===== config.mk =====
export PLATFORM = sky130hd
export DESIGN_NAME = fm_stream_ctrl
export DESIGN_NICKNAME = d
export VERILOG_FILES = /design/src/rtl/fm_stream_ctrl.sv
export SDC_FILE = /design/constraint.sdc
export NUM_CORES = 1
export LEC_CHECK = 0
export BUFFER_PORTS_ARGS = -buffer_cell sky130_fd_sc_hd__buf_2
export CAP_MARGIN = 20
export CORE_MARGIN = 2
export CORE_UTILIZATION = 55
export DETAILED_ROUTE_END_ITERATION = 8
export GPL_ROUTABILITY_DRIVEN = 0
export PLACE_DENSITY = 0.76
export SLEW_MARGIN = 20
export SYNTH_ARGS = -nofsm -noshare
export SYNTH_HDL_FRONTEND = slang
export SYNTH_SLANG_ARGS = --single-unit

===== constraint.sdc =====
create_clock -name clk -period 7.2 [get_ports clk]
set_input_delay 0.36 -clock clk [delete_from_list [all_inputs] [get_ports clk]]
set_output_delay 0.36 -clock clk [all_outputs]
set_load 0.01 [all_outputs]

===== src/rtl/fm_stream_ctrl.sv =====
// FM modulation sample scheduler: phase-accumulator tick, FIFO prefill,
// gain scaling and underrun mute/count for the DDS phase-modulation input.
module fm_stream_ctrl #(
  parameter int PREFILL_TO = 4096,
  parameter int UCNT_W     = 16
) (
  input  logic              clk,
  input  logic              rst,
  input  logic              en,
  input  logic [31:0]       f_sampl,
  input  logic [7:0]        gain,
  input  logic [15:0]       data_in,
  input  logic              fifo_full,
  input  logic              fifo_empty,
  output logic              fifo_rd,
  output logic [31:0]       fm_out,
  output logic              fm_valid,
  output logic [1:0]        state,
  output logic [UCNT_W-1:0] underrun_cnt
);

  localparam int CW = $clog2(PREFILL_TO + 1);
  localparam logic [CW-1:0] PF_LAST = CW'(PREFILL_TO - 1);
  localparam logic [UCNT_W-1:0] UC_MAX = '1;

  localparam logic [1:0] S_IDLE = 2'd0;
  localparam logic [1:0] S_PREF = 2'd1;
  localparam logic [1:0] S_RUN  = 2'd2;
  localparam logic [1:0] S_UNDR = 2'd3;

  logic [1:0]        state_q, state_d;
  logic [31:0]       acc_q, acc_d;
  logic              tick_q, tick_d;
  logic [CW-1:0]     pcnt_q, pcnt_d;
  logic              rd_q, rd_d;
  logic              val_q, val_d;
  logic [31:0]       fm_q, fm_d;
  logic [UCNT_W-1:0] uc_q, uc_d;

  logic [32:0]        sum;
  logic signed [24:0] prod;
  logic               run_ph;
  logic               full_ok;

  assign sum  = {1'b0, acc_q} + {1'b0, f_sampl};
  assign prod = $signed({{9{data_in[15]}}, data_in})
              * $signed({17'b0, gain});

  assign run_ph  = (state_q == S_RUN) || (state_q == S_UNDR);
  // Both flags set is an inconsistent FIFO; never trust it as data ready.
  assign full_ok = fifo_full & ~fifo_empty;

  always_comb begin
    state_d = state_q;
    acc_d   = 32'd0;
    tick_d  = 1'b0;
    pcnt_d  = pcnt_q;
    rd_d    = 1'b0;
    val_d   = 1'b0;
    fm_d    = fm_q;
    uc_d    = uc_q;
    if (!en) begin
      state_d = S_IDLE;
      fm_d    = 32'd0;
    end else begin
      if (run_ph) begin
        acc_d  = sum[31:0];
        tick_d = sum[32];
      end
      unique case (state_q)
        S_IDLE: begin
          state_d = S_PREF;
          pcnt_d  = '0;
        end
        S_PREF: begin
          if (full_ok) begin
            state_d = S_RUN;
          end else if (pcnt_q == PF_LAST) begin
            if (!fifo_empty) state_d = S_RUN;
          end else begin
            pcnt_d = pcnt_q + CW'(1);
          end
        end
        S_RUN: begin
          if (tick_q) begin
            val_d = 1'b1;
            if (fifo_empty) begin
              fm_d    = 32'd0;
              state_d = S_UNDR;
              if (uc_q != UC_MAX) uc_d = uc_q + UCNT_W'(1);
            end else begin
              rd_d = 1'b1;
              fm_d = {{7{prod[24]}}, prod};
            end
          end
        end
        S_UNDR: begin
          if (tick_q) begin
            val_d = 1'b1;
            fm_d  = 32'd0;
          end
          if (full_ok) state_d = S_RUN;
        end
        default: state_d = S_IDLE;
      endcase
    end
  end

  always_ff @(posedge clk) begin
    if (!rst) begin
      state_q <= S_IDLE;
      acc_q   <= 32'd0;
      tick_q  <= 1'b0;
      pcnt_q  <= '0;
      rd_q    <= 1'b0;
      val_q   <= 1'b0;
      fm_q    <= 32'd0;
      uc_q    <= '0;
    end else begin
      state_q <= state_d;
      acc_q   <= acc_d;
      tick_q  <= tick_d;
      pcnt_q  <= pcnt_d;
      rd_q    <= rd_d;
      val_q   <= val_d;
      fm_q    <= fm_d;
      uc_q    <= uc_d;
    end
  end

  assign fifo_rd      = rd_q;
  assign fm_valid     = val_q;
  assign fm_out       = fm_q;
  assign state        = state_q;
  assign underrun_cnt = uc_q;

endmodule


; After elaboration in Yosys (flattened, before gate mapping)
; Cells that the tools add are included.
[word_totals]
output_inout_bits = 52
word_cells = 56
register_bits = 98
input_bits = 61
[op_classes]
mux = 16
eq_ne = 13
n_addsub = 3
mul = 1
bitwise_logic = 2
reduce_logical = 13
[ops]
columns = operator, n
row1 = two-way mux 32 bit, 3
row2 = one-hot mux 32 bit (2 select lines), 1
row3 = adder 32 x 32 -> 33 bit, 1
row4 = two-way mux 13 bit, 2
row5 = one-hot mux 13 bit (2 select lines), 1
row6 = multiplier 16 x 9 -> 25 bit, 1
row7 = adder 16 x 1 -> 16 bit (second input constant), 1
row8 = inequality test 16 bit (second input constant), 1
row9 = adder 13 x 1 -> 13 bit (second input constant), 1
row10 = equality test 13 x 12 -> 1 bit (second input constant), 1
row11 = two-way mux 2 bit, 6
row12 = inequality test 2 bit (second input constant), 6
row13 = AND reduction 5 bit, 2
row14 = AND reduction 3 bit, 3
row15 = one-hot mux 2 bit (4 select lines), 1
row16 = AND reduction 4 bit, 2
row17 = inequality test 3 bit (second input constant), 2
row18 = equality test 2 bit (second input constant), 2
row19 = nonzero test 2 bit, 2
row20 = equality test 2 x 1 -> 1 bit (second input constant), 1
row21 = zero test 2 bit, 1
row22 = two-way mux 1 bit, 2
row23 = AND reduction 2 bit, 1
row24 = OR reduction 2 bit, 1
row25 = 3 further kinds, 3

; Depth between registers and ports, before layout
; Gate-level depths: netlist (run 1).
[depth]
depth_word = 4
mapped_depth = 20
mapped_depth_nobuf = 19

; Least setup slack after synthesis (run 1)
; Ideal clock, no wire load.
[synth_timing]
kind = input to register
startpoint = input port gain[2]
endpoint = register fm_q[20], in the netlist fm_out[20]
arrival_ns = 4.606
path_stages = 18
required_time_ns = 7.083
setup_slack_ns = 2.476
path_cell_list = clkbuf_1 nand2_1 fa_1 inv_1 fa_1 inv_1 fa_1 fa_1 inv_1 ha_1 o21ai_0 a21oi_1 o21ai_1 a211oi_1 o31ai_1 a31oi_1 or3_1 a32o_1
[synth_between]
elab_chain_len = 4
[synth_lines]
columns = element, line_no
row1 = from (decl), 11  ; input logic [7:0] gain,
row2 = multiplier 16 x 9 -> 25 bit, 47  ; * $signed({17'b0, gain});
row3 = two-way mux 32 bit, 87  ; if (fifo_empty) begin
row4 = two-way mux 32 bit, 85  ; if (tick_q) begin
row5 = one-hot mux 32 bit (2 select lines), 70  ; unique case (state_q)
row6 = to (signal assigned), 126  ; fm_q <= fm_d;
row7 = to (decl), 37  ; logic [31:0] fm_q, fm_d;
; No other way between the ends. The select of a mux whose other input is x is not followed.
; A chain may end at the register's enable or synchronous reset.

; Worst setup path after layout (run 1)
; Same ends and word-level chain as after synthesis.

==> results summary, run 1 <==
At the later pin of the worst-skew pair, clock insertion delay measures 0.34 ns. The total routed wirelength came out at 20.51 mm. The kind of launch point of the worst setup path is an input pin. Counting every sink on the clock net gives 91.

The flow ran to the end, and the final reports show no timing, DRC or antenna violations. The max-capacitance violation count is 0. The buffering stage count on the worst path with inverters included is 4. The maximum vdd ir drop is 133.6 uV. The setup total negative slack came out at 0 ns. The final antenna-violating net count came out at 0.

The DRC marker count from the first detailed-route iteration came out at 376. The highest net fanout along the worst path came out at 16. During synthesis, Yosys emitted a total of 0 warnings.

The transition time at the pin with the least slew margin is 0.9348 ns. The final layout contains 1450 nets. The endpoint class of the critical path is a flop.

The number of vias per cell after detailed routing is 5.367. The master cell of the clock root buffer is clkbuf_16. The number of gates resized after CTS came out at 0. The distinct cell type count of the synthesized netlist is 64. The mean routed wirelength per cell is 14.38 um. After detailed routing, the number of remaining DRC violations is 0. The total count of max-transition violations in the final report came out at 0. The post-synthesis register bit count is 91. The initialized floorplan defines 47 standard-cell rows. The standard cell core area came out at 16700 um2. The sequential cell area fraction in the yosys report is 19.31%. The number of enable-type register cells in the synthesized netlist is 0. The diode insertion count for antenna repair is 0. The synthesized instance count is 1112. The share of the clock period used by the worst path after layout came out at 65.77%. The count of hold-fix buffers inserted at cts is 0. The number of cells after detailed placement is 1411. The min-delay analysis places its worst path in the category in -> reg. In this run the post-CTS setup repair buffer count came out at 0. Setup violations remaining at the end of the flow were counted as 0.

The first-pass GRT wire length came out at 34.67 mm. The slowest stage cell on the critical path is fa_1. The die area is 18220 um2. The worst max-slew margin expressed relative to the limit is 37.68%.

The commonest register cell after synthesis is dfxtp_1. The share of layout cells above drive strength 1 is 12.11%. On the critical path the largest part of the delay comes from adder cells.

The mean instance size in the synthesized netlist is 8.484 um2. The total congestion overflow came out at 0. The post-synth design cell area is 9434 um2. Walking the worst path, the cells encountered are buf_2, nand2_1, fa_1, inv_1, fa_1, fa_1, inv_1, fa_1, inv_1, ha_1, o21ai_0, a21oi_1, o21ai_1, a211oi_1, o31ai_1, a31oi_1, o21ai_0, a32o_1. Based on the critical path, the design can be clocked at up to 211.2 MHz. The clock passes through at most 2 buffers. The most frequent cell on the critical path is fa_1.

The setup path with the least slack is of type in -> reg. Detailed placement finished with a half-perimeter wire length of 16.62 mm. The via count came out at 7653. Setup repair after global routing left no endpoint under its margin.

The post-route minimum period came out at 4.736 ns. The initial utilization of the core area, before any placement, comes to 56.49%. The leakage component of the power is 0.005171 uW. The number of nets produced by synthesis came out at 1360. The number of clock buffers added by TritonCTS is 9. The clock tree from TritonCTS is built. The floorplan step set the die width to 135.0 um.

The clock slew seen by the registers of the worst setup and hold paths is 0.07 ns. The data arrival time of the critical path came out at 4.97 ns. Leaving out filler cells and counting taps, the final layout contains 1426.

The number of antenna violations at the first check in global routing came to 0. In the synthesized netlist the async set-or-reset flop fraction comes to 0%. The number of primary I/O pins came out at 113.

The required arrival time at the worst endpoint is 7.43 ns. The number of global-route vias before repair is 7517. The power per unit of standard cell area came out at 242.1 nW/um2. The final setup skew came out at 0.008417 ns. The number of port buffers came out at 112.

The maximum number of pins on one net before global-route repair came out at 33. The die is 135.0 um tall. The post-route standard cell area excluding fillers came out at 10400 um2. The stage delay of the slowest cell on the critical path is 0.56 ns. The area added between synthesis and finish is 10.24%.

The number of search-and-repair iterations in the first detailed-routing pass is 4. The final-report hold violation count is 0. The aggregate global-route resource usage came out at 23.18%. The H-tree depth is 3. The total cell area at the placement stage is 10130 um2.
==> final timing paths <==
check | endpoint | startpoint | cells after the start | slack (ns)
hold reg to reg | fm_out[16]$_SDFFE_PN0P_ | fm_out[16]$_SDFFE_PN0P_ | 2 | 0.46
hold / removal | pcnt_q[1]$_SDFFE_PN0P_ | rst | 3 | 0.35
setup / recovery | fm_out[20]$_SDFFE_PN0P_ | gain[2] | 18 | 2.46
setup reg to reg | tick_q$_SDFF_PN0_ | acc_q[0]$_SDFF_PN0_ | 11 | 4.47
==> per-layer routing <==
layer | global-route usage, % | part of all wire (%)
met2 | 39.23 | 47
met3 | 2.177 | 4.6
met5 | 0 | 0
met1 | 32.56 | 47
met4 | 4.861 | 1.2
==> registers in the layout, indices dropped and copies added, names as in the netlist <==
register and cells:
pcnt_q 13, fifo_rd 1, tick_q 1, acc_q 32, fm_valid 1, state 2, underrun_cnt 16, fm_out 25
==> Yosys cell counts (2+ instances only) <==
cell,count,area (um2)
o21a_1,6,45.04
buf_4,7,52.55
nor3_1,13,65.06
or3_1,11,68.82
nand4_1,11,68.82
nand3_1,22,110.1
o211ai_1,4,30.03
o31ai_1,5,37.54
a21o_2,2,17.52
o21bai_1,4,30.03
nor2b_1,3,18.77
a31oi_1,9,56.30
nand2_1,107,401.6
fa_1,103,2062
a32o_1,2,20.02
a21boi_0,2,15.01
nor2_1,92,345.3
a41oi_1,3,26.28
and2_1,81,506.7
buf_2,4,20.02
inv_1,168,630.6
a21oi_1,45,225.2
nor4_1,3,18.77
xnor2_1,33,289.0
a21o_1,26,195.2
nand2b_1,7,43.79
and4_1,5,43.79
a22o_1,2,17.52
a211oi_1,7,52.55
or2_2,3,18.77
o21ai_0,35,175.2
and3_1,10,62.56
ha_1,84,1051
o21ai_1,5,25.02
a32oi_1,2,17.52
dfxtp_1,91,1822
o31a_1,2,17.52
a211o_1,3,26.28
xor2_1,26,227.7
a22oi_1,9,67.56
nor3b_1,4,30.03
mux2i_1,5,50.05
clkbuf_1,25,93.84
==> final cells by class <==
| type | instances | area [um2] |
|---|---|---|
| Multi-Input combinational cell | 815 | 6808 |
| Fill cell | 1474 | 6301 |
| Sequential cell | 91 | 1822 |
| Inverter | 170 | 638.1 |
| Timing Repair Buffer | 115 | 583.1 |
| Tap cell | 220 | 275.3 |
| Clock buffer | 9 | 225.2 |
| Clock inverter | 6 | 48.80 |
==> stage by stage <==
stage / worst slack (ns) / hold slack, ns / power, uW / utilization [%]
3_3_place_gp: 2.278 / 0.4355 / 2053 / 60.63
5_1_grt: 2.130 / 0.3619 / 2784 / 62.27
3_5_place_dp: 2.131 / 0.4419 / 2080 / 60.63
4_1_cts: 2.490 / 0.3405 / 2527 / 62.27
2_1_floorplan: 2.476 / 0.4521 / 1747 / -
6_report: 2.464 / 0.3453 / 2518 / 62.27
==> cells in the final DEF, fill, tap and decap left out, types with 6 or more instances in the layout <==
cell type | synthesis | layout
fa_1 | 103 | 103
nor2_1 | 92 | 92
o21a_1 | 6 | 6
and2_1 | 81 | 81
a22oi_1 | 9 | 9
a21o_1 | 26 | 26
nand2_1 | 107 | 107
nand3_1 | 22 | 22
xnor2_1 | 33 | 33
a21oi_1 | 45 | 45
ha_1 | 84 | 84
o21ai_0 | 35 | 35
xor2_1 | 26 | 26
clkbuf_16 | 0 | 9
buf_2 | 4 | 112
or3_1 | 11 | 11
nand4_1 | 11 | 11
and3_1 | 10 | 10
nor3_1 | 13 | 13
dfxtp_1 | 91 | 91
nand2b_1 | 7 | 7
a211oi_1 | 7 | 7
inv_1 | 168 | 168
a31oi_1 | 9 | 9
==> tightest hold or removal path, stage by stage <==
cell,delay [ns]
buf_2,0.14
nand2_1,0.07
mux2i_1,0.05
==> kinds of logic (layout without fill, tap and decap cells) <==
group	Yosys count	in the layout	share of synthesized area [%]
AOI/OAI and AO/OA	190	190	13.90
and+or+nand+nor	374	374	19.26
xor gates and xnor gates	59	59	5.478
adders and majority gates	187	187	33.00
muxes	5	5	0.5305
buffers and inverters	206	300	8.528
DFF	91	91	19.31
==> where the power goes <==
part           switching, uW  total [uW]  leakage (uW)  internal (uW)
clock                    206         441      0.000125            236
sequential              1.39         506      0.000733            504
combinational            898        1570       0.00431            673
Power figures use the tool's default switching activity.
==> run 2: changes to the inputs <==
==> constraint.sdc (replaced) <==
create_clock -name clk -period 4.4 [get_ports clk]
set_input_delay 0.22 -clock clk [delete_from_list [all_inputs] [get_ports clk]]
set_output_delay 0.22 -clock clk [all_outputs]
set_load 0.01 [all_outputs]
==> results summary, run 2 (synthesized netlist as in run 1, its figures left out) <==
The number of primary I/O pins came out at 113 (unchanged). The root buffer cell chosen for the clock tree is clkbuf_16. The worst hold margin is 0.1923 ns (-0.1530 ns).

The highest net fanout along the worst path is 15 (-1). The area added between synthesis and finish is 18.12%. The final setup skew is 0.008776 ns (+0.0003590 ns). The library cell used most frequently in the layout, excluding fill and tap cells, is inv_1. The via count is 7846 (+2.5%). The transition time at the pin with the least slew margin was 0.9558 ns (+0.02097 ns). The maximum vdd ir drop is 296.3 uV (+120%).

The diode insertion count for antenna repair came out at 0 (unchanged). The post-layout instance count excluding filler cells was 1502 (+5.3%). The clock latency on the worst-skew pair came out at 0.35 ns (about the same).

The final-report hold violation count came out at 0 (unchanged). The setup path with the least slack is of type in -> reg. The share of layout cells above drive strength 1 is 18.95% (+6.8 points). The worst max-slew margin expressed relative to the limit is 36.28% (-1.4 points). The DRC marker count from the first detailed-route iteration came to 374 (-0.53%).

The final antenna-violating net count came to 0 (unchanged). The placed wire-length estimate came out at 17.23 mm (+3.6%). The number of cells on the worst reg-to-reg path came out at 11 (unchanged). The register ranked first by flip-flop count is acc_q. The leakage component of the power is 0.005577 uW (+7.9%). The number of nets in the finished design is 1525 (+5.2%). The required arrival time at the worst endpoint came out at 4.63 ns (-2.80 ns). The max-capacitance violation count is 0 (unchanged). The number of antenna violations at the first check in global routing is 0 (unchanged). The remaining design rule violation count came out at 0 (unchanged). The effective utilization at floorplan was 56.49% (unchanged). The standard cell core area is 16700 um2 (unchanged). The total congestion overflow is 0 (unchanged).

The flow ran to the end, and the final reports show no timing, DRC or antenna violations. The number of cells after detailed placement is 1485 (+5.2%). The die area came out at 18220 um2 (unchanged).

In this run the worst hold path is classified as in -> reg. The power per unit of standard cell area came out at 436.3 nW/um2 (+80%). The chip width came out at 135.0 um (unchanged).

The total number of placement rows came out at 47 (unchanged). The count of filler cells inserted in the layout came out at 1398 (-5.2%). The worst register-to-register path ends at tick_q$_SDFF_PN0_. The first-pass GRT wire length is 35.80 mm (+3.2%). TritonCTS built the clock tree. The die outline height is 135.0 um (unchanged).

The aggregate global-route resource usage came to 23.94% (+0.76 points). The data arrival time of the critical path is 4.47 ns (-0.50 ns). The maximum root-to-sink buffer count came out at 2 (unchanged). The number of flip-flops in the largest register was 32 (unchanged). The total CTS buffers is 9 (unchanged).

The number of vias per cell after detailed routing came to 5.224 (-2.7%). The mean routed wirelength per cell came out at 14.09 um (-2.0%). The number of search-and-repair iterations in the first detailed-routing pass came out at 5 (+1). The total routed wirelength is 21.17 mm (+3.2%). The number of port buffers came out at 112 (unchanged).

For hold timing, the worst endpoint is pcnt_q[1]$_SDFFE_PN0P_. The clock slew seen by the registers of the worst setup and hold paths came out at 0.06 ns (about the same). The worst path in the final design needs a cycle of 4.235 ns, including I/O delays and setup. The worst reg-to-reg setup slack was 1.67 ns (-2.80 ns). The maximum number of pins on one net before global-route repair came out at 33 (unchanged).

The startpoint identified for the worst hold timing path is rst. The number of global-route vias before repair is 7687 (+2.3%). The total count of max-transition violations in the final report came to 0 (unchanged). In the finished design, the share of the clock period the worst path needs comes to 96.25%. STA classifies the critical path startpoint as an input pin. The maximum clock frequency came out at 236.1 MHz. The startpoint identified for the worst register-to-register timing path is acc_q[0]$_SDFF_PN0_. The cell depth of the worst min-delay path was 3 (unchanged).

The top cell types in the final layout, fill and taps aside, are inv_1, nand2_1, fa_1, buf_2, dfxtp_1. The clock sink total is 91 (unchanged). The H-tree depth came to 3 (unchanged). The final number of setup-violating endpoints was 0 (unchanged). The worst setup path is captured at a flop.
-- run 2: worst max-delay path by stage --
stage	from	to	slack [ns]	cells past startpoint
finish	gain[2]	fm_out[14]$_SDFFE_PN0P_	0.16	18
global route	gain[2]	fm_out[20]$_SDFFE_PN0P_	-0.02	18
CTS	gain[0]	fm_out[20]$_SDFFE_PN0P_	0.09	18
detailed placement	gain[2]	fm_out[20]$_SDFFE_PN0P_	-0.39	17
global placement	gain[2]	fm_out[20]$_SDFFE_PN0P_	-0.30	18
floorplan	gain[2]	fm_out[14]$_SDFFE_PN0P_	0.0007	18
-- run 2: layout make-up --
cell class | instances | area (um2) | share of cell area, %
clock inverters | 6 | 72.57 | 0.6512
repair buffers | 190 | 1192 | 10.70
well taps | 220 | 275.3 | 2.470
multi-input cells | 815 | 6914 | 62.05
inverters | 170 | 638.1 | 5.726
flip-flops and latches | 91 | 1822 | 16.35
clock buffers | 10 | 229.0 | 2.055
-- run 2: what timing repair did --
item	4_1_cts	5_1_grt
hold buffers	0	0
gates resized for setup	1	45
endpoints found under the setup margin	1	9
pin swaps	0	18
buffers inserted	0	1
-- run 2: stage by stage --
stage / instance area (um2) / worst slack, ns / util (%) / TNS, ns / total power, uW
after CTS: 11000 / 0.09305 / 65.87 / 0 / 4708
after global placement: 10700 / -0.3011 / 64.05 / -2.197 / 3848
after floorplan: 9459 / 0.0006524 / - / 0 / 2886
after global routing: 11140 / -0.02495 / 66.72 / -0.04118 / 5316
after detailed placement: 10700 / -0.3853 / 64.05 / -3.238 / 3908
final: 11140 / 0.1648 / 66.72 / 0 / 4862
-- run 2: critical path, cell delays in order --
cell     delay [ns]
buf_8          0.13
nand2_2        0.06
fa_1           0.54
inv_1          0.06
fa_1           0.50
fa_1           0.54
inv_1          0.05
fa_1           0.52
inv_1          0.04
ha_2           0.18
buf_6          0.12
a21o_1         0.22
a21oi_2        0.19
a21oi_1        0.08
and2_1         0.18
or2_2          0.27
a211o_1        0.30
a32o_1         0.25
-- run 2: power breakdown --
part / internal, uW / switching, uW
logic: 1580 / 1670
clock network: 447 / 343
registers: 825 / 2.25
total: 2850 / 2010
-- run 2: metal layers --
metal / track usage [%] / wire length [um]
met5: 0 / 0
met4: 7.292 / 452
met3: 2.703 / 1012
met2: 39.90 / 9888
met1: 32.95 / 9813
==> run 3: changes to the inputs <==
--- a/config.mk
+++ b/config.mk
@@ -7,8 +7,8 @@
 export LEC_CHECK = 0
 export BUFFER_PORTS_ARGS = -buffer_cell sky130_fd_sc_hd__buf_2
 export CAP_MARGIN = 20
-export CORE_MARGIN = 2
 export CORE_UTILIZATION = 55
+export CTS_BUF_LIST = sky130_fd_sc_hd__clkbuf_16
 export DETAILED_ROUTE_END_ITERATION = 8
 export GPL_ROUTABILITY_DRIVEN = 0
 export PLACE_DENSITY = 0.76
==> results summary, run 3 (synthesized netlist as in run 1, its figures left out) <==
The switching component of the power is 2004 uW (-0.38%). The tree is rooted in a clkbuf_16. Setup repair after global routing could not meet its margin everywhere. The die area is 17680 um2 (-2.9%). The effective utilization at floorplan is 56.69% (+0.20 points). The post-route minimum period came out at 4.239 ns (+0.004275 ns). The worst hold margin is 0.2078 ns (+0.01555 ns). The number of primary I/O pins is 113 (unchanged). The highest net fanout along the worst path came out at 9 (-6). The area added between synthesis and finish is 18.22% (about the same). The die outline height is 133.0 um (-1.5%). The count of filler cells inserted in the layout came to 1338 (-4.3%).

The worst reg-to-reg setup slack is 1.70 ns (+0.03 ns). The maximum vdd ir drop came to 298.8 uV (+0.84%). The run finished with clean final reports. The clock sink total came out at 91 (unchanged).

The number of global-route vias before repair came out at 7750 (+0.82%). The part of the total power dissipated in the clock network came to 18.1% (+1.9 points). The power per unit of standard cell area is 445.8 nW/um2 (+2.2%).

The required arrival time at the worst endpoint is 4.62 ns (about the same). The share of the clock period used by the worst path after layout is 96.35% (+0.097 points). The DRC marker count from the first detailed-route iteration is 353 (-5.6%). The worst setup path is of the in -> reg kind.

In the layout the commonest cells are inv_1, nand2_1, buf_2. The diode insertion count for antenna repair is 0 (unchanged). The total number of placement rows is 47 (unchanged). The share of layout cells above drive strength 1 came out at 18.83% (-0.13 points). The min-delay analysis places its worst path in the category in -> reg. The final-report hold violation count came to 0 (unchanged). The clock latency on the worst-skew pair is 0.35 ns (about the same).

The transition time at the pin with the least slew margin came out at 0.9707 ns (+0.01487 ns). The maximum number of pins on one net before global-route repair came out at 33 (unchanged). The number of nets in the finished design is 1523 (-0.13%).

The chip width is 133.0 um (-1.5%). The global routing met3 resource utilization is 2.989% (+0.29 points). The setup total negative slack is 0 ns (unchanged).

The number of search-and-repair iterations in the first detailed-routing pass is 4 (-1). The data arrival time of the critical path is 4.46 ns (about the same). The endpoint class of the critical path is a flop. The post-route standard cell area excluding fillers was 11150 um2 (about the same). The final setup skew came to 0.007314 ns (-0.001462 ns). The H-tree depth is 3 (unchanged).

The maximum clock frequency is 235.9 MHz (-0.10%). The total CTS buffers is 9 (unchanged). The number of flip-flops in the largest register is 32 (unchanged). The number of antenna violations at the first check in global routing is 0 (unchanged). The via count is 7915 (+0.88%). The number of cells on the worst reg-to-reg path is 11 (unchanged). The total cell area at the placement stage is 10690 um2 (about the same). The final antenna-violating net count is 0 (unchanged). The maximum root-to-sink buffer count is 2 (unchanged). The max-capacitance violation count is 0 (unchanged). The number of vias per cell after detailed routing came out at 5.277 (+1.0%). The combinational share of power is 65.3% (-1.4 points). met2 is the most crowded layer. The met2 global-route usage is 42.32% (+2.4 points). The total congestion overflow is 0 (unchanged). The worst max-slew margin expressed relative to the limit came out at 35.29% (-0.99 points).

The overall power consumption is 4973 uW (+2.3%). TritonCTS built the clock tree. The number of port buffers is 112 (unchanged). The final number of setup-violating endpoints came out at 0 (unchanged). The total count of max-transition violations in the final report is 0 (unchanged). The aggregate global-route resource usage came to 25.13% (+1.2 points).

The internal power summed over all cells was 2968 uW (+4.1%). The cell depth of the worst min-delay path is 3 (unchanged). The switching part of the total power came out at 40.31% (-1.1 points). The first-pass GRT wire length is 36.40 mm (+1.7%). STA classifies the critical path startpoint as an input pin. The sequential cell fraction of total power is 16.6% (-0.4 points). The placed wire-length estimate came out at 17.45 mm (+1.3%). Leaving out fill and tap cells, the most frequent cell in the layout is inv_1. The standard cell core area is 16640 um2 (-0.35%). The remaining design rule violation count is 0 (unchanged). The mean routed wirelength per cell is 14.25 um (+1.1%). The clock slew seen by the registers of the worst setup and hold paths came out at 0.06 ns (about the same). The met1 global-route usage came out at 34.07% (+1.1 points). The register ranked first by flip-flop count is acc_q. The leakage component of the power came out at 0.005580 uW (about the same). The total routed wirelength was 21.37 mm (+0.96%).
run 3: final timing paths:
check                                              from                      end
worst min-delay path                                rst   pcnt_q[1]$_SDFFE_PN0P_
worst max register to register      acc_q[0]$_SDFF_PN0_     acc_q[28]$_SDFF_PN0_
worst max-delay path                            gain[5]  fm_out[18]$_SDFFE_PN0P_
worst min register to register  fm_out[16]$_SDFFE_PN0P_  fm_out[16]$_SDFFE_PN0P_
run 3: metrics by stage:
stage / worst slack [ns] / cells / utilization [%]
floorplan: 0.0006524 / 1112 / -
global placement: -0.2859 / 1483 / 64.21
detailed placement: -0.4387 / 1483 / 64.21
CTS: 0.03362 / 1499 / 66.36
global route: -0.007295 / 1500 / 67.02
finish: 0.1605 / 1500 / 67.02
run 3: power by group through the flow:
stage / Sequential, uW / Combinational, uW / Clock, uW
floorplan: 845 / 2040 / 0
global placement: 846 / 2970 / 0
detailed placement: 846 / 3040 / 0
CTS: 827 / 3070 / 916
global route: 827 / 3670 / 945
finish: 827 / 3250 / 900
run 3: critical path, cell delays in order:
cell and delay, ns:
clkbuf_4 0.17, and2_1 0.17, fa_1 0.45, fa_1 0.57, inv_1 0.06, fa_1 0.46
fa_1 0.54, inv_1 0.04, ha_1 0.30, o21ai_1 0.16, a21oi_2 0.06, o21ai_2 0.16
a211oi_2 0.09, buf_4 0.16, buf_4 0.13, o311ai_0 0.32, o211ai_1 0.16, xnor2_1 0.15
o21ai_0 0.08
run 3: layout make-up:
type | count | area (um2) | area share, %
Clock inverter | 7 | 123.9 | 1.111
Sequential cell | 91 | 1822 | 16.33
Tap cell | 220 | 275.3 | 2.468
Timing Repair Buffer | 188 | 1152 | 10.33
Clock buffer | 9 | 225.2 | 2.019
Multi-Input combinational cell | 815 | 6917 | 62.01
Inverter | 170 | 638.1 | 5.721
run 3: metal layers:
layer  routed length (um)  part of all wire [%]
met3                  919                   4.3
met4                  391                   1.8
met1                 9770                    46
met5                    0                     0
met2                10290                    48
run 3: timing repair:
action,4_1_cts,5_1_grt
setup endpoints to repair,3,8
buffers inserted,0,1
resized for setup,3,28
hold buffers,0,0
pin swaps,0,8
